**src/rtl/locn_tx_packer_pkg.sv**
```systemverilog
// locn_pkg: shared types and constants for the location result packer.
// Build option: define LOCN_PKT_DMIN_EN to append the Dmin word to each frame.
package locn_pkg;

  typedef enum logic [1:0] {
    ST_IDLE,
    ST_LOAD,
    ST_SEND,
    ST_DRAIN
  } locn_state_e;

  typedef logic [31:0] locn_word_t;

  localparam logic [7:0] LOCN_HDR_DEFAULT    = 8'hA5;
  localparam int         LOCN_FRAME_LEN_BASE = 10;  // hdr + X + Y + chk
  localparam int         LOCN_FRAME_LEN_DMIN = 14;  // hdr + X + Y + Dmin + chk

`ifdef LOCN_PKT_DMIN_EN
  localparam int LOCN_FRAME_LEN = LOCN_FRAME_LEN_DMIN;
  typedef struct packed {
    locn_word_t x;
    locn_word_t y;
    locn_word_t dmin;
  } locn_result_t;
`else
  localparam int LOCN_FRAME_LEN = LOCN_FRAME_LEN_BASE;
  typedef struct packed {
    locn_word_t x;
    locn_word_t y;
  } locn_result_t;
`endif

  // Byte k of a word, k=0 is the most significant byte (wire order).
  function automatic logic [7:0] word_byte(input locn_word_t w, input logic [1:0] k);
    locn_word_t s;
    s = w << {k, 3'b000};
    return s[31:24];
  endfunction

endpackage

```
**src/rtl/locn_tx_packer_if.sv**
```systemverilog
// locn_tx_packer_if: solver-side result strobe/data and host-side UART status.
// master = solver/host environment, slave = the packer.
interface locn_tx_packer_if;
  import locn_pkg::*;

  logic       UART_TX_FLAG;
  locn_word_t LOCN_X;
  locn_word_t LOCN_Y;
  locn_word_t LOCN_DMIN;
  logic       TX_SERIAL;
  logic       TX_BUSY;
  logic       FRAME_DONE;
  logic [7:0] DROP_CNT;

  modport master (
    output UART_TX_FLAG, LOCN_X, LOCN_Y, LOCN_DMIN,
    input  TX_SERIAL, TX_BUSY, FRAME_DONE, DROP_CNT
  );

  modport slave (
    input  UART_TX_FLAG, LOCN_X, LOCN_Y, LOCN_DMIN,
    output TX_SERIAL, TX_BUSY, FRAME_DONE, DROP_CNT
  );
endinterface

```
**src/rtl/locn_tx_packer_uart_tx.sv**
```systemverilog
// locn_uart_tx: 8N1 byte serialiser. byte_ready is high while idle and in the
// last cycle of the stop bit, so back-to-back bytes leave no idle gap.
module locn_uart_tx #(
  parameter int CLKS_PER_BIT = 434
) (
  input  logic       clk,
  input  logic       rst_n,
  input  logic [7:0] byte_data,
  input  logic       byte_valid,
  output logic       byte_ready,
  output logic       tx
);
  localparam int CW = $clog2(CLKS_PER_BIT);

  logic          r_busy;
  logic [CW-1:0] r_cnt;
  logic [3:0]    r_bit;
  logic [9:0]    r_sh;    // bit 0 drives the line; refills with ones (idle/stop)
  logic          w_bit_end;
  logic          w_last;

  assign w_bit_end  = (r_cnt == CW'(CLKS_PER_BIT - 1));
  assign w_last     = r_busy & w_bit_end & (r_bit == 4'd9);
  assign byte_ready = ~r_busy | w_last;
  assign tx         = r_sh[0];

  // Baud counter and frame shifter; a new byte may load on the final stop cycle.
  always_ff @(posedge clk or negedge rst_n) begin
    if (!rst_n) begin
      r_busy <= 1'b0;
      r_cnt  <= '0;
      r_bit  <= '0;
      r_sh   <= '1;
    end else if (byte_valid && byte_ready) begin
      r_busy <= 1'b1;
      r_cnt  <= '0;
      r_bit  <= '0;
      r_sh   <= {1'b1, byte_data, 1'b0};
    end else if (r_busy) begin
      if (w_bit_end) begin
        r_cnt <= '0;
        r_sh  <= {1'b1, r_sh[9:1]};
        if (r_bit == 4'd9) r_busy <= 1'b0;
        else               r_bit  <= r_bit + 4'd1;
      end else begin
        r_cnt <= r_cnt + CW'(1);
      end
    end
  end
endmodule

```
**src/rtl/locn_tx_packer.sv**
```systemverilog
// locn_tx_packer: captures solver X/Y(/Dmin) on the rising edge of UART_TX_FLAG,
// holds one result pending, and sends it as a XOR-checksummed byte frame over
// an 8N1 UART. Build option LOCN_PKT_DMIN_EN adds the Dmin word to the frame.
module locn_tx_packer
  import locn_pkg::*;
#(
  parameter int         CLKS_PER_BIT = 434,
  parameter logic [7:0] HDR_BYTE     = LOCN_HDR_DEFAULT
) (
  input  logic            LOCN_CLK,
  input  logic            LOCN_RST,
  locn_tx_packer_if.slave bus
);
  localparam logic [3:0] IDX_LAST = 4'(LOCN_FRAME_LEN - 1);

  logic [1:0]   r_rst_sync;
  logic         w_rst_n;
  logic         r_flag_q;
  logic         w_rise;
  logic         r_pend_v;
  locn_result_t r_pend;
  locn_result_t r_act;
  locn_state_e  r_state, w_state_nxt;
  logic [3:0]   r_idx;
  logic [7:0]   r_chk;
  logic [7:0]   r_drop;
  logic         r_rdy_q;
  logic [7:0]   w_frame_byte;
  logic [7:0]   w_byte;
  logic         w_byte_valid;
  logic         w_byte_ready;
  logic         w_done;
  logic         w_tx;

  // Reset asserts immediately, releases two clocks after LOCN_RST rises.
  always_ff @(posedge LOCN_CLK or negedge LOCN_RST) begin
    if (!LOCN_RST) r_rst_sync <= '0;
    else           r_rst_sync <= {r_rst_sync[0], 1'b1};
  end
  assign w_rst_n = r_rst_sync[1];

  assign w_rise = bus.UART_TX_FLAG & ~r_flag_q;

  // Pending slot: newest result wins; a rise during LOAD refills it without a drop.
  always_ff @(posedge LOCN_CLK or negedge w_rst_n) begin
    if (!w_rst_n) begin
      r_flag_q <= 1'b0;
      r_pend_v <= 1'b0;
      r_pend   <= '0;
      r_drop   <= '0;
    end else begin
      r_flag_q <= bus.UART_TX_FLAG;
      if (w_rise) begin
        r_pend_v <= 1'b1;
        r_pend.x <= bus.LOCN_X;
        r_pend.y <= bus.LOCN_Y;
`ifdef LOCN_PKT_DMIN_EN
        r_pend.dmin <= bus.LOCN_DMIN;
`endif
        if (r_pend_v && r_state != ST_LOAD && r_drop != 8'hFF)
          r_drop <= r_drop + 8'd1;
      end else if (r_state == ST_LOAD) begin
        r_pend_v <= 1'b0;
      end
    end
  end

`ifndef LOCN_PKT_DMIN_EN
  logic w_unused_dmin;
  assign w_unused_dmin = ^bus.LOCN_DMIN;
`endif

  // Frame byte at the current index; the last slot carries the running checksum.
  always_comb begin
    w_frame_byte = HDR_BYTE;
    if (r_idx == IDX_LAST)
      w_frame_byte = r_chk;
    else if (r_idx >= 4'd1 && r_idx <= 4'd4)
      w_frame_byte = word_byte(r_act.x, 2'(r_idx - 4'd1));
    else if (r_idx >= 4'd5 && r_idx <= 4'd8)
      w_frame_byte = word_byte(r_act.y, 2'(r_idx - 4'd5));
`ifdef LOCN_PKT_DMIN_EN
    else if (r_idx >= 4'd9 && r_idx <= 4'd12)
      w_frame_byte = word_byte(r_act.dmin, 2'(r_idx - 4'd9));
`endif
  end

  // Frame FSM state register.
  always_ff @(posedge LOCN_CLK or negedge w_rst_n) begin
    if (!w_rst_n) r_state <= ST_IDLE;
    else          r_state <= w_state_nxt;
  end

  // Next state and serialiser handshake. LOAD already offers the header so the
  // start bit begins two clocks after capture. Serialiser idle is the second
  // consecutive ready cycle in DRAIN (the first is the last stop-bit cycle).
  always_comb begin
    w_state_nxt  = r_state;
    w_byte_valid = 1'b0;
    w_byte       = w_frame_byte;
    w_done       = 1'b0;
    case (r_state)
      ST_IDLE:  if (r_pend_v) w_state_nxt = ST_LOAD;
      ST_LOAD: begin
        w_byte_valid = 1'b1;
        w_byte       = HDR_BYTE;
        w_state_nxt  = ST_SEND;
      end
      ST_SEND: begin
        w_byte_valid = 1'b1;
        if (w_byte_ready && r_idx == IDX_LAST) w_state_nxt = ST_DRAIN;
      end
      ST_DRAIN: begin
        if (w_byte_ready && r_rdy_q) begin
          w_done      = 1'b1;
          w_state_nxt = ST_IDLE;
        end
      end
      default: w_state_nxt = ST_IDLE;
    endcase
  end

  // Active buffer, byte index and running checksum.
  always_ff @(posedge LOCN_CLK or negedge w_rst_n) begin
    if (!w_rst_n) begin
      r_act   <= '0;
      r_idx   <= '0;
      r_chk   <= '0;
      r_rdy_q <= 1'b0;
    end else begin
      r_rdy_q <= w_byte_ready;
      if (r_state == ST_LOAD) begin
        r_act <= r_pend;
        if (w_byte_ready) begin
          r_idx <= 4'd1;
          r_chk <= HDR_BYTE;
        end else begin
          r_idx <= '0;
          r_chk <= '0;
        end
      end else if (r_state == ST_SEND && w_byte_ready) begin
        r_idx <= r_idx + 4'd1;
        r_chk <= r_chk ^ w_frame_byte;
      end
    end
  end

  locn_uart_tx #(.CLKS_PER_BIT(CLKS_PER_BIT)) u_uart (
    .clk       (LOCN_CLK),
    .rst_n     (w_rst_n),
    .byte_data (w_byte),
    .byte_valid(w_byte_valid),
    .byte_ready(w_byte_ready),
    .tx        (w_tx)
  );

  assign bus.TX_SERIAL  = w_tx;
  assign bus.TX_BUSY    = (r_state != ST_IDLE) | r_pend_v;
  assign bus.FRAME_DONE = w_done;
  assign bus.DROP_CNT   = r_drop;
endmodule

```
**src/flat_wrapper.sv**
```systemverilog
// flat-port wrapper written by rule: the top's interface ports become plain ports
module locn_tx_packer_flat import locn_pkg::*;
#(
  parameter int         CLKS_PER_BIT = 434,
  parameter logic [7:0] HDR_BYTE     = LOCN_HDR_DEFAULT
)
  (LOCN_CLK, LOCN_RST, bus_UART_TX_FLAG, bus_LOCN_X, bus_LOCN_Y, bus_LOCN_DMIN, bus_TX_SERIAL, bus_TX_BUSY, bus_FRAME_DONE, bus_DROP_CNT);
  locn_tx_packer_if bus_i ();
  input  logic LOCN_CLK;
  input  logic LOCN_RST;
  input wire logic [$bits(bus_i.UART_TX_FLAG)-1:0] bus_UART_TX_FLAG;
  input wire logic [$bits(bus_i.LOCN_X)-1:0] bus_LOCN_X;
  input wire logic [$bits(bus_i.LOCN_Y)-1:0] bus_LOCN_Y;
  input wire logic [$bits(bus_i.LOCN_DMIN)-1:0] bus_LOCN_DMIN;
  output wire logic [$bits(bus_i.TX_SERIAL)-1:0] bus_TX_SERIAL;
  output wire logic [$bits(bus_i.TX_BUSY)-1:0] bus_TX_BUSY;
  output wire logic [$bits(bus_i.FRAME_DONE)-1:0] bus_FRAME_DONE;
  output wire logic [$bits(bus_i.DROP_CNT)-1:0] bus_DROP_CNT;
  assign bus_i.UART_TX_FLAG = bus_UART_TX_FLAG;
  assign bus_i.LOCN_X = bus_LOCN_X;
  assign bus_i.LOCN_Y = bus_LOCN_Y;
  assign bus_i.LOCN_DMIN = bus_LOCN_DMIN;
  assign bus_TX_SERIAL = bus_i.TX_SERIAL;
  assign bus_TX_BUSY = bus_i.TX_BUSY;
  assign bus_FRAME_DONE = bus_i.FRAME_DONE;
  assign bus_DROP_CNT = bus_i.DROP_CNT;
  locn_tx_packer #(.CLKS_PER_BIT(CLKS_PER_BIT), .HDR_BYTE(HDR_BYTE)) u_core (.LOCN_CLK(LOCN_CLK), .LOCN_RST(LOCN_RST), .bus(bus_i));
endmodule
```
**config.mk**
```make
export PLATFORM = sky130hd
export DESIGN_NAME = locn_tx_packer_flat
export DESIGN_NICKNAME = d
export VERILOG_FILES = /design/src/rtl/locn_tx_packer_pkg.sv /design/src/rtl/locn_tx_packer_if.sv /design/src/rtl/locn_tx_packer_uart_tx.sv /design/src/rtl/locn_tx_packer.sv /design/src/flat_wrapper.sv
export SDC_FILE = /design/constraint.sdc
export NUM_CORES = 1
export LEC_CHECK = 0
export ABC_AREA = 1
export BUFFER_PORTS_ARGS = -buffer_cell sky130_fd_sc_hd__buf_2
export CORE_MARGIN = 2
export CORE_UTILIZATION = 49
export CTS_BUF_LIST = sky130_fd_sc_hd__clkbuf_4
export DETAILED_ROUTE_END_ITERATION = 10
export PLACE_DENSITY = 0.79
export SLEW_MARGIN = 20
export SYNTH_ARGS = -nofsm -noshare
export SYNTH_HDL_FRONTEND = slang
export SYNTH_HIERARCHICAL = 1
export SYNTH_SLANG_ARGS = --single-unit
```
**constraint.sdc**
```tcl
create_clock -name LOCN_CLK -period 8.2 [get_ports LOCN_CLK]
set_clock_uncertainty 0.15 [all_clocks]
set_input_delay 1.23 -clock LOCN_CLK [delete_from_list [all_inputs] [get_ports LOCN_CLK]]
set_output_delay 1.23 -clock LOCN_CLK [all_outputs]
set_load 0.02 [all_outputs]
```
==> run_results.csv, run 1 <==
group,metric,value,unit
status,outcome,"finished, final reports clean",
clock_tree,clkLatencyLatePin,0.55,ns
routing,detailedRoute.firstIterationViolations,390,
power_and_ir_drop,combinationalPowerShare,0.284,
synthesis,ys_top_cells_by_area,"sky130_fd_sc_hd__dfrtp_1, sky130_fd_sc_hd__nand2_1, sky130_fd_sc_hd__mux2_2, sky130_fd_sc_hd__inv_1, sky130_fd_sc_hd__nand3_1",
power_and_ir_drop,clock_power_share,0.198,
power_and_ir_drop,seqPwrFrac,0.518,
global_route,grt_antenna_before_repair,1,
sta,tightest_slew,0.932,ns
sta,slew_headroom,0.379,
synthesis,post_syn_nets,1018,
clock_tree,tritoncts,"yes",
sta,hold_slack,0.190,ns
global_route,grt_first_pass_wirelength,28300,um
sta,finalCritPeriodShare,0.452,
synthesis,synth_common_cells,"sky130_fd_sc_hd__nand2_1, sky130_fd_sc_hd__dfrtp_1, sky130_fd_sc_hd__inv_1",
sta,finalSetupViolCount,0,
synthesis,ys_async_sr_fraction,1.00,
synthesis,yosysSeqAreaShare,0.533,
synthesis,netlist_area,8370,sq um
floorplanning,die_span_y,135,um
sta,grt_setup_unrepaired,"false",
synthesis,yosys.area.top_type_share,0.505,
routing,routed-via-count,6080,
synthesis,synth_top_flop_cell,"sky130_fd_sc_hd__dfrtp_1",
power_and_ir_drop,power.total,0.00247,W
critical_path,worst_setup_path_category,"reg -> out",
power_and_ir_drop,pwr_density_cell,272,nW/um^2
power_and_ir_drop,internal_power_summed_over_all_cells,0.00159,W
sta,finalMaxSlewViolations,0,
synthesis,number_of_register_bits_inferred_by_synthesis,178,
power_and_ir_drop,cellLeakagePower,4.60,nW
sta,period_needed,3.71,ns
critical_path,worst-endpoint-arrival,2.33,ns
clock_tree,clk_path_buf_depth,2,
clock_tree,numCtsBuffers,17,
clock_tree,post_cts_resize_count,0,
clock_tree,cts_root_buffer,"sky130_fd_sc_hd__clkbuf_4",
floorplanning,coreArea,16600,sq um
routing,avgRoutedWirePerCell,13.6,um
floorplanning,num_io_pins,110,
flow_run,max-cap-violations,0,
synthesis,netlist-cell-type-count,43,
global_route,grt_remaining_overflow,0,
synthesis,post_synthesis_area_per_instance,9.24,sq um
placement,dp_hpwl,11000,um
routing,ant_nets,0,
final_layout,area_growth,8.52,%
final_layout,layout.core_utilization,0.546,
synthesis,synthesis.yosys.warnings,6,
final_layout,fraction_of_final_layout_cells_sized_beyond_drive_strength_1,0.227,
power_and_ir_drop,net_switching_power_of_the_design,0.000877,W
synthesis,most_frequent_cell_after_synthesis,"sky130_fd_sc_hd__nand2_1",
power_and_ir_drop,power_switching_share,0.355,
clock_tree,clock-sinks,178,
floorplanning,fp-row-count,47,
critical_path,crit_path_end_kind,"output port",
power_and_ir_drop,ir_worst_vdd,0.000162,V
worst_hold_path,holdCritPathClass,"reg -> async",
synthesis,synth_edf_count,0,
floorplanning,floorplan.initialDensity,0.503,
routing,route.detailed.drc,0,
sta,setup_total_negative_slack,0,ns
clock_tree,clock_pin_slew_reported_for_the_worst_setup_and_hold_paths_after_clock_tree_synthesis,0.14,ns
floorplanning,die_w,135,um
clock_tree,post_cts_repair_timing_setup_buffer_count,0,
routing,wirelength,16300,um
routing,drt_pass1_iterations,5,
global_route,grt_max_degree,104,
final_layout,filler_cell_count,1475,
clock_tree,htree_num_levels,4,
synthesis,post_synth_top_area_cell,"sky130_fd_sc_hd__dfrtp_1",
final_layout,layout.nets,1078,
clock_tree,cts_hold_buffers,0,
placement,port-buffer-count,77,
critical_path,crit_path_start_kind,"register",
critical_path,worst_ep_required_time,6.82,ns
synthesis,netlist_instances,906,
placement,place_congestion,0.867,
global_route,grt_pass1_vias,6133,
floorplanning,dieArea,18100,sq um
global_route,globalRouteTotalUtil,0.194,
routing,routed_via_density,5.07,
sta,timing.final.hold_violations,0,
sta,timing.fmax,270,MHz
critical_path,critPathMaxFanout,12,
## registers in the layout, summed over array words and instances (netlist names)
| register | count |
|---|---|
| u_core/u_uart/r_sh | 9 |
| u_core/r_pend | 64 |
| u_core/r_state | 2 |
| u_core/bus.DROP_CNT | 8 |
| u_core/r_chk | 8 |
| u_core/r_act | 64 |
| u_core/r_flag_q | 1 |
| u_core/r_idx | 4 |
| u_core/r_rst_sync | 2 |
| u_core/u_uart/r_bit | 4 |
| u_core/u_uart/r_busy | 1 |
| u_core/r_pend_v | 1 |
| u_core/r_rdy_q | 1 |
| u_core/u_uart/r_cnt | 9 |
## worst paths after layout
check                                             from                    end  slack, ns  cells after the start
worst min register to register    u_core/r_rst_sync[1]      u_core/r_pend[49]       0.19                      0
max in group asynchronous         u_core/r_rst_sync[1]        u_core/r_idx[2]       5.64                      2
min in group LOCN_CLK             u_core/r_rst_sync[0]   u_core/r_rst_sync[1]       0.23                      0
worst max register to register         u_core/r_idx[0]  u_core/u_uart/r_sh[5]       5.03                     13
worst min-delay path              u_core/r_rst_sync[1]      u_core/r_pend[49]       0.19                      0
worst max-delay path            u_core/u_uart/r_bit[1]         bus_FRAME_DONE       4.49                      9
## area by class of cell
cell class	instances	area, sq um	share of cell area
Sequential cell	178	4470	0.492
Clock buffer	20	150	0.0165
Clock inverter	12	133	0.0146
Inverter	90	345	0.0380
Multi-Input combinational cell	597	3290	0.362
Timing Repair Buffer	82	423	0.0466
Antenna cell	1	2.50	0.000275
Tap cell	220	275	0.0303
## power groups by stage
| stage | sequential [W] | combinational [W] | clock (W) |
|---|---|---|---|
| 2_1_floorplan | 0.00129 | 0.000536 | 0 |
| 3_3_place_gp | 0.00129 | 0.000678 | 0 |
| 3_5_place_dp | 0.00130 | 0.000707 | 0 |
| 4_1_cts | 0.00128 | 0.000709 | 0.000501 |
| 5_1_grt | 0.00131 | 0.000817 | 0.000539 |
| 6_report | 0.00128 | 0.000700 | 0.000489 |
## cell usage in the layout, fill, tap and decap left out, types with 3 or more instances in the layout
| cell | n |
|---|---|
| sky130_fd_sc_hd__a21oi_1 | 7 |
| sky130_fd_sc_hd__a31oi_1 | 4 |
| sky130_fd_sc_hd__buf_2 | 77 |
| sky130_fd_sc_hd__buf_4 | 5 |
| sky130_fd_sc_hd__clkbuf_4 | 20 |
| sky130_fd_sc_hd__clkinv_2 | 3 |
| sky130_fd_sc_hd__clkinvlp_4 | 3 |
| sky130_fd_sc_hd__dfrtp_1 | 168 |
| sky130_fd_sc_hd__dfstp_2 | 9 |
| sky130_fd_sc_hd__ha_1 | 12 |
| sky130_fd_sc_hd__inv_1 | 83 |
| sky130_fd_sc_hd__inv_2 | 5 |
| sky130_fd_sc_hd__inv_6 | 3 |
| sky130_fd_sc_hd__mux2_2 | 64 |
| sky130_fd_sc_hd__nand2_1 | 313 |
| sky130_fd_sc_hd__nand2_2 | 5 |
| sky130_fd_sc_hd__nand3_1 | 62 |
| sky130_fd_sc_hd__nand3_2 | 6 |
| sky130_fd_sc_hd__nand3b_1 | 3 |
| sky130_fd_sc_hd__nand4_1 | 15 |
| sky130_fd_sc_hd__nor2_1 | 19 |
| sky130_fd_sc_hd__nor2_2 | 7 |
| sky130_fd_sc_hd__nor3_1 | 3 |
| sky130_fd_sc_hd__o21ai_0 | 42 |
| sky130_fd_sc_hd__or2_1 | 4 |
| sky130_fd_sc_hd__xnor2_1 | 3 |
| sky130_fd_sc_hd__xor2_1 | 8 |
## metrics by stage
stage	instances	worst slack, ns	cell area, sq um
after floorplan	906	2.74	8370
after global placement	1167	5.10	8800
after detailed placement	1167	5.08	8800
after CTS	1199	4.44	9080
after global routing	1200	4.25	9080
final	1200	4.49	9080
## layer usage
layer	vias up	track usage	routed length, um
li1	3003	-	-
met1	2920	0.250	7110
met2	131	0.325	8180
met3	26	0.0342	618
met4	0	0.0854	383
met5	-	0	0
## cells by family (layout without fill, tap and decap cells)
kind of cell	count (synthesis)	in the layout	share of synthesized area
mux	65	65	0.0874
flops	178	178	0.533
buf+inv	131	204	0.0746
compound gates	62	62	0.0410
simple gates	445	445	0.232
other cells	1	2	0.000448
fa+ha+maj	13	13	0.0194
xor+xnor	11	11	0.0115
## critical path: stages, from the launching register on
cell and delay (ns):
sky130_fd_sc_hd__dfrtp_1 0.42, sky130_fd_sc_hd__inv_1 0.08, sky130_fd_sc_hd__ha_1 0.13, sky130_fd_sc_hd__nand3_1 0.08, sky130_fd_sc_hd__nand2_1 0.35, sky130_fd_sc_hd__nand2_1 0.11, sky130_fd_sc_hd__inv_1 0.18, sky130_fd_sc_hd__nand2_1 0.11
sky130_fd_sc_hd__nor2_1 0.13, sky130_fd_sc_hd__buf_2 0.18
(Power assumes the default switching activity.)
==> run 2, diff against run 1 <==
--- a/config.mk
+++ b/config.mk
@@ -11,7 +11,7 @@
 export CORE_UTILIZATION = 49
 export CTS_BUF_LIST = sky130_fd_sc_hd__clkbuf_4
 export DETAILED_ROUTE_END_ITERATION = 10
-export PLACE_DENSITY = 0.79
+export PLACE_DENSITY = 0.82
 export SLEW_MARGIN = 20
 export SYNTH_ARGS = -nofsm -noshare
 export SYNTH_HDL_FRONTEND = slang
==> constraint.sdc (replaced) <==
create_clock -name LOCN_CLK -period 3.3 [get_ports LOCN_CLK]
set_clock_uncertainty 0.15 [all_clocks]
set_input_delay 0.495 -clock LOCN_CLK [delete_from_list [all_inputs] [get_ports LOCN_CLK]]
set_output_delay 0.495 -clock LOCN_CLK [all_outputs]
set_load 0.02 [all_outputs]
==> run 2 against run 1 <==
- count of clock-buffer cells in the layout is 3 lower
- via count is 7.5% higher
- sequential share of layout area is 3.8 points lower
- global-route usage is 2.5 points higher
- non-clock buffer count is 70 higher
- hold slack worse by 0.14 ns
- die area stayed put
- largest cell class unchanged
==> run_results.csv, run 2 (synthesized netlist as in run 1, its figures left out) <==
group,metric,value,unit
routing,detailedRoute.firstIterationViolations,465,
power_and_ir_drop,pwr_density_cell,646,nW/um^2
critical_path,reg2reg_depth,13,
critical_path,reg2reg_setup_slack,0.61,ns
placement,place_congestion,0.819,
power_and_ir_drop,cellLeakagePower,4.92,nW
sta,slew_headroom,0.376,
critical_path,critical_path.reg2reg.endpoint,"u_core/r_chk[5]",
critical_path,worst_setup_path_category,"reg -> out",
routing,drt_pass1_iterations,5,
global_route,grt_pass1_vias,6714,
floorplanning,num_io_pins,110,
sta,finalCritPeriodShare,0.885,
floorplanning,die_w,135,um
clock_tree,clock-sinks,178,
sta,period_needed,2.92,ns
final_layout,layout.nets,1148,
sta,finalMaxSlewViolations,0,
placement,postPlaceCellArea,8870,sq um
final_layout,layout.core_utilization,0.591,
clock_tree,tritoncts,"yes",
critical_path,worst_ep_required_time,2.65,ns
critical_path,timing.rr.start,"u_core/u_uart/r_bit[1]",
sta,timing.fmax,343,MHz
global_route,grt_max_degree,103,
floorplanning,die_span_y,135,um
flow_run,max-cap-violations,0,
power_and_ir_drop,power.total,0.00636,W
clock_tree,clkLatencyLatePin,0.59,ns
routing,wirelength,18700,um
floorplanning,fp-row-count,47,
clock_tree,clock_pin_slew_reported_for_the_worst_setup_and_hold_paths_after_clock_tree_synthesis,0.15,ns
placement,dp_hpwl,11700,um
final_layout,commonest_non_fill_non_tap_cell_in_the_layout,"sky130_fd_sc_hd__nand2_1",
global_route,grt_first_pass_wirelength,31600,um
routing,routed-via-count,6535,
clock_tree,post_cts_repair_timing_setup_buffer_count,0,
final_layout,area_growth,17.5,%
global_route,grt_antenna_before_repair,1,
clock_tree,numCtsBuffers,17,
global_route,globalRouteTotalUtil,0.220,
sta,tightest_slew,0.935,ns
sta,grt_setup_unrepaired,"false",
sta,finalSetupViolCount,0,
critical_path,crit_path_end_kind,"output port",
final_layout,fraction_of_final_layout_cells_sized_beyond_drive_strength_1,0.215,
status,outcome,"finished, final reports clean",
routing,avgRoutedWirePerCell,14.7,um
final_layout,filler_cell_count,1341,
sta,setup_total_negative_slack,0,ns
clock_tree,post_cts_resize_count,0,
floorplanning,coreArea,16600,sq um
floorplanning,floorplan.initialDensity,0.503,
clock_tree,htree_num_levels,4,
critical_path,worst-endpoint-arrival,2.27,ns
final_layout,multiInputGateArea,3290,sq um
final_layout,top_registers,"u_core/r_act x64, u_core/r_pend x64",
sta,timing.final.hold_violations,0,
clock_tree,cts_root_buffer,"sky130_fd_sc_hd__clkbuf_4",
placement,port-buffer-count,77,
final_layout,mostFrequentLayoutCells,"sky130_fd_sc_hd__nand2_1, sky130_fd_sc_hd__dfrtp_1, sky130_fd_sc_hd__inv_1",
critical_path,critPathMaxFanout,12,
routing,routed_via_density,5.13,
critical_path,crit_path_start_kind,"register",
routing,route.detailed.drc,0,
power_and_ir_drop,ir_worst_vdd,0.000514,V
routing,ant_nets,0,
clock_tree,clk_path_buf_depth,2,
global_route,grt_remaining_overflow,0,
final_layout,post-route-cell-area,9840,sq um
worst_hold_path,holdCritPathClass,"in -> async",
floorplanning,dieArea,18100,sq um
final_layout,sequential_cell_area,4470,sq um
sta,hold_slack,0.0513,ns
## run 2: cell types whose count changed in the layout (fill, tap and decap cells not counted), moves of 2 or more
cell | previous run | this run
sky130_fd_sc_hd__dlygate4sd3_1 | 0 | 66
sky130_fd_sc_hd__buf_12 | 0 | 3
sky130_fd_sc_hd__clkbuf_4 | 20 | 17
sky130_fd_sc_hd__diode_2 | 1 | 4
sky130_fd_sc_hd__inv_6 | 3 | 6
sky130_fd_sc_hd__clkinvlp_4 | 3 | 1
## run 2: area by class of cell
class / instances / area share
inverter: 90 / 0.0351
clock buffer: 17 / 0.0130
clock inverter: 15 / 0.0178
tap: 220 / 0.0280
timing repair buffer: 152 / 0.117
sequential: 178 / 0.454
multi-input combinational: 597 / 0.334
antenna: 4 / 0.00102
## run 2: worst max-delay path by stage
stage | from | to | depth (start not counted)
floorplan | u_core/r_rst_sync[1] | u_core/bus.DROP_CNT[0] | 0
detailed placement | u_core/u_uart/r_bit[1] | u_core/r_chk[5] | 13
global placement | u_core/u_uart/r_cnt[1] | u_core/r_chk[2] | 15
finish | u_core/u_uart/r_bit[1] | bus_FRAME_DONE | 9
global route | u_core/u_uart/r_bit[1] | bus_FRAME_DONE | 9
CTS | u_core/u_uart/r_bit[1] | bus_FRAME_DONE | 9
## run 2: per-layer routing
metal,GRT usage,vias up,routed length (um)
li1,-,3139,-
met1,0.263,3149,7590
met2,0.387,198,9810
met3,0.0477,49,773
met4,0.0871,0,526
met5,0,-,0
## run 2: metrics by stage
step / instances / setup WS (ns)
after floorplan: 906 / 0.219
after global placement: 1171 / 0.802
after detailed placement: 1171 / 0.719
after CTS: 1269 / 0.356
after global routing: 1273 / 0.234
final: 1273 / 0.380
## run 2: where the power goes
group | total, W | leakage, nW | switching (W) | internal, W
Clock | 0.00127 | 0.162 | 0.000799 | 0.000473
Sequential | 0.00320 | 2.16 | 0.000356 | 0.00284
Combinational | 0.00188 | 2.60 | 0.00119 | 0.000698
Total | 0.00636 | 4.92 | 0.00234 | 0.00402
## run 2: timing repair
| action | 4_1_cts | 5_1_grt |
|---|---|---|
| endpoints found under the setup margin | 0 | 0 |
| hold buffers | 66 | 0 |
| endpoints found under the hold margin | 67 | 0 |
## run 2: critical path, stage by stage, from the launching register on
cell and delay [ns]:
sky130_fd_sc_hd__dfrtp_1 0.43, sky130_fd_sc_hd__inv_1 0.08, sky130_fd_sc_hd__ha_1 0.13, sky130_fd_sc_hd__nand3_1 0.07, sky130_fd_sc_hd__nand2_1 0.36, sky130_fd_sc_hd__nand2_1 0.10, sky130_fd_sc_hd__inv_1 0.17, sky130_fd_sc_hd__nand2_1 0.10
sky130_fd_sc_hd__nor2_1 0.09, sky130_fd_sc_hd__buf_2 0.17
==> run 3, diff against run 2 <==
--- a/config.mk
+++ b/config.mk
@@ -15,5 +15,5 @@
 export SLEW_MARGIN = 20
 export SYNTH_ARGS = -nofsm -noshare
 export SYNTH_HDL_FRONTEND = slang
-export SYNTH_HIERARCHICAL = 1
 export SYNTH_SLANG_ARGS = --single-unit
+export TNS_END_PERCENT = 50
==> run 3 against run 2 <==
- die area shrank 2.9%
- fmax grew 9.8%
- clock power shrank 6%
- sequential power grew 3%
- power grew 7.3%
- hold slack gained 0.034 ns
- largest cell class unchanged
- final area shrank 1.8%
- combinational power grew 24%
==> run_results.csv, run 3 <==
group,metric,value,unit
synthesis,netlist_instances,877,
final_layout,mostFrequentLayoutCells,"sky130_fd_sc_hd__nand2_1, sky130_fd_sc_hd__dfrtp_1, sky130_fd_sc_hd__buf_2",
synthesis,synth_common_cells,"sky130_fd_sc_hd__nand2_1, sky130_fd_sc_hd__dfrtp_1, sky130_fd_sc_hd__inv_1",
global_route,grt_first_pass_wirelength,29600,um
power_and_ir_drop,seqPwrFrac,0.484,
sta,slew_headroom,0.598,
routing,avgRoutedWirePerCell,13.9,um
synthesis,post_synthesis_area_per_instance,9.26,sq um
synthesis,most_frequent_cell_after_synthesis,"sky130_fd_sc_hd__nand2_1",
critical_path,timing.rr.start,"u_core.r_idx[0]",
power_and_ir_drop,clock_power_share,0.175,
synthesis,synth_edf_count,0,
synthesis,number_of_register_bits_inferred_by_synthesis,178,
routing,route.detailed.drc,0,
global_route,grt_max_degree,62,
clock_tree,clkLatencyLatePin,0.57,ns
synthesis,post_syn_nets,989,
routing,detailedRoute.firstIterationViolations,468,
placement,dp_hpwl,11000,um
clock_tree,cts_root_buffer,"sky130_fd_sc_hd__clkbuf_4",
floorplanning,fp-row-count,47,
critical_path,reg2reg_setup_slack,0.90,ns
sta,timing.final.hold_violations,0,
placement,place_congestion,0.872,
routing,routed_via_density,4.98,
final_layout,commonest_non_fill_non_tap_cell_in_the_layout,"sky130_fd_sc_hd__nand2_1",
floorplanning,dieArea,17600,sq um
synthesis,yosys.area.top_type_share,0.521,
power_and_ir_drop,cellLeakagePower,4.73,nW
global_route,grt_remaining_overflow,0,
clock_tree,clock_pin_slew_reported_for_the_worst_setup_and_hold_paths_after_clock_tree_synthesis,0.15,ns
critical_path,worst-endpoint-arrival,2.01,ns
sta,finalSetupViolCount,0,
synthesis,synthesis.yosys.warnings,0,
synthesis,yosysSeqAreaShare,0.550,
critical_path,crit_path_end_kind,"output port",
power_and_ir_drop,pwr_density_cell,706,nW/um^2
global_route,grt_antenna_before_repair,1,
critical_path,reg2reg_depth,9,
synthesis,post_synth_top_area_cell,"sky130_fd_sc_hd__dfrtp_1",
clock_tree,clock-sinks,178,
routing,wirelength,17400,um
placement,port-buffer-count,77,
floorplanning,num_io_pins,110,
sta,finalCritPeriodShare,0.806,
sta,tightest_slew,0.600,ns
critical_path,critPathMaxFanout,8,
clock_tree,post_cts_resize_count,0,
clock_tree,clk_path_buf_depth,2,
sta,final_critical_path_setup_slack,0.640,ns
synthesis,netlist_area,8120,sq um
floorplanning,coreArea,16400,sq um
placement,detailedPlace.worstSlack,0.936,ns
placement,dp_cells,1150,
clock_tree,cts_hold_buffers,66,
critical_path,crit_path_start_kind,"register",
final_layout,top_registers,"u_core.r_act x64, u_core.r_pend x64",
power_and_ir_drop,net_switching_power_of_the_design,0.00267,W
final_layout,area_growth,19.0,%
worst_hold_path,holdCritPathClass,"in -> async",
status,outcome,"finished, final reports clean",
sta,hold_slack,0.0849,ns
routing,routed-via-count,6225,
final_layout,layout.nets,1127,
sta,setup_total_negative_slack,0,ns
sta,finalMaxSlewViolations,0,
power_and_ir_drop,internal_power_summed_over_all_cells,0.00416,W
floorplanning,die_w,133,um
synthesis,netlist-cell-type-count,39,
sta,timing.fmax,376,MHz
clock_tree,post_cts_repair_timing_setup_buffer_count,0,
flow_run,max-cap-violations,0,
global_route,globalRouteTotalUtil,0.210,
critical_path,worst_setup_path_category,"reg -> out",
critical_path,worst_ep_required_time,2.65,ns
synthesis,ys_top_cells_by_area,"sky130_fd_sc_hd__dfrtp_1, sky130_fd_sc_hd__nand2_1, sky130_fd_sc_hd__mux2_2, sky130_fd_sc_hd__nand3_1, sky130_fd_sc_hd__inv_1",
synthesis,synth_top_flop_cell,"sky130_fd_sc_hd__dfrtp_1",
clock_tree,htree_num_levels,4,
routing,ant_nets,0,
global_route,grt_pass1_vias,6156,
final_layout,fraction_of_final_layout_cells_sized_beyond_drive_strength_1,0.211,
floorplanning,die_span_y,133,um
sta,period_needed,2.66,ns
routing,drt_pass1_iterations,5,
clock_tree,numCtsBuffers,17,
floorplanning,floorplan.initialDensity,0.495,
power_and_ir_drop,ir_worst_vdd,0.000363,V
critical_path,critical_path.reg2reg.endpoint,"u_core.r_state[0]",
clock_tree,tritoncts,"yes",
sta,grt_setup_unrepaired,"false",
synthesis,ys_async_sr_fraction,1.00,
final_layout,post_layout_nonfiller_instances,1249,
power_and_ir_drop,power_switching_share,0.391,
power_and_ir_drop,combinationalPowerShare,0.341,
run 3: worst max path at each step:
stage / end / cells after the start / startpoint
final: bus_FRAME_DONE / 9 / u_core.u_uart.r_bit[1]
after CTS: bus_FRAME_DONE / 9 / u_core.u_uart.r_bit[1]
after detailed placement: u_core.r_state[0] / 9 / u_core.r_idx[0]
after global routing: bus_FRAME_DONE / 9 / u_core.u_uart.r_bit[1]
after global placement: u_core.r_chk[3] / 8 / u_core.r_idx[0]
after floorplan: u_core.bus.DROP_CNT[0] / 0 / u_core.r_rst_sync[1]
run 3: cell families (layout without fill, tap and decap cells):
group | after synthesis | count (layout) | share of synthesized area
adders and majority gates | 13 | 13 | 0.0200
and+or+nand+nor | 413 | 413 | 0.217
AOI/OAI and AO/OA | 83 | 83 | 0.0530
muxes | 65 | 65 | 0.0902
DFF | 178 | 178 | 0.550
other | 1 | 2 | 0.000462
buffers and inverters | 115 | 266 | 0.0599
xor gates and xnor gates | 9 | 9 | 0.00971
run 3: cell type report:
| type | instances | area, sq um |
|---|---|---|
| fill | 1355 | 6740 |
| sequential | 178 | 4470 |
| multi-input combinational | 584 | 3170 |
| timing repair buffer | 153 | 1160 |
| inverter | 81 | 312 |
| tap | 220 | 275 |
| clock inverter | 15 | 149 |
| clock buffer | 17 | 128 |
| antenna | 1 | 2.50 |
run 3: power by group through the flow:
| stage | clock [W] | sequential [W] | combinational (W) |
|---|---|---|---|
| after detailed placement | 0 | 0.00334 | 0.00224 |
| final | 0.00119 | 0.00330 | 0.00233 |
| after global placement | 0 | 0.00331 | 0.00213 |
| after global routing | 0.00132 | 0.00339 | 0.00265 |
| after floorplan | 0 | 0.00331 | 0.00166 |
| after CTS | 0.00122 | 0.00329 | 0.00231 |
run 3: critical path, stage by stage (launching register included):
cell                      delay (ns)
sky130_fd_sc_hd__dfrtp_1        0.44
sky130_fd_sc_hd__inv_1          0.07
sky130_fd_sc_hd__ha_1           0.13
sky130_fd_sc_hd__nand2_1        0.08
sky130_fd_sc_hd__nor2_4         0.14
sky130_fd_sc_hd__nand3_2        0.11
sky130_fd_sc_hd__nand2_4        0.15
sky130_fd_sc_hd__nand2_1        0.09
sky130_fd_sc_hd__nor2_1         0.08
sky130_fd_sc_hd__buf_2          0.17
run 3: routing by layer:
layer,wire length [um],up-vias,GRT usage
met3,620,31,0.0372
met1,7640,2965,0.272
met5,0,-,0
met2,8590,147,0.348
met4,495,0,0.0902
li1,-,3082,-
run 3: stage by stage:
| step | power (W) | utilization | instance area, sq um |
|---|---|---|---|
| floorplan | 0.00498 | - | 8120 |
| global placement | 0.00544 | 0.532 | 8730 |
| detailed placement | 0.00558 | 0.532 | 8730 |
| CTS | 0.00682 | 0.589 | 9660 |
| global route | 0.00736 | 0.589 | 9670 |
| finish | 0.00682 | 0.589 | 9670 |
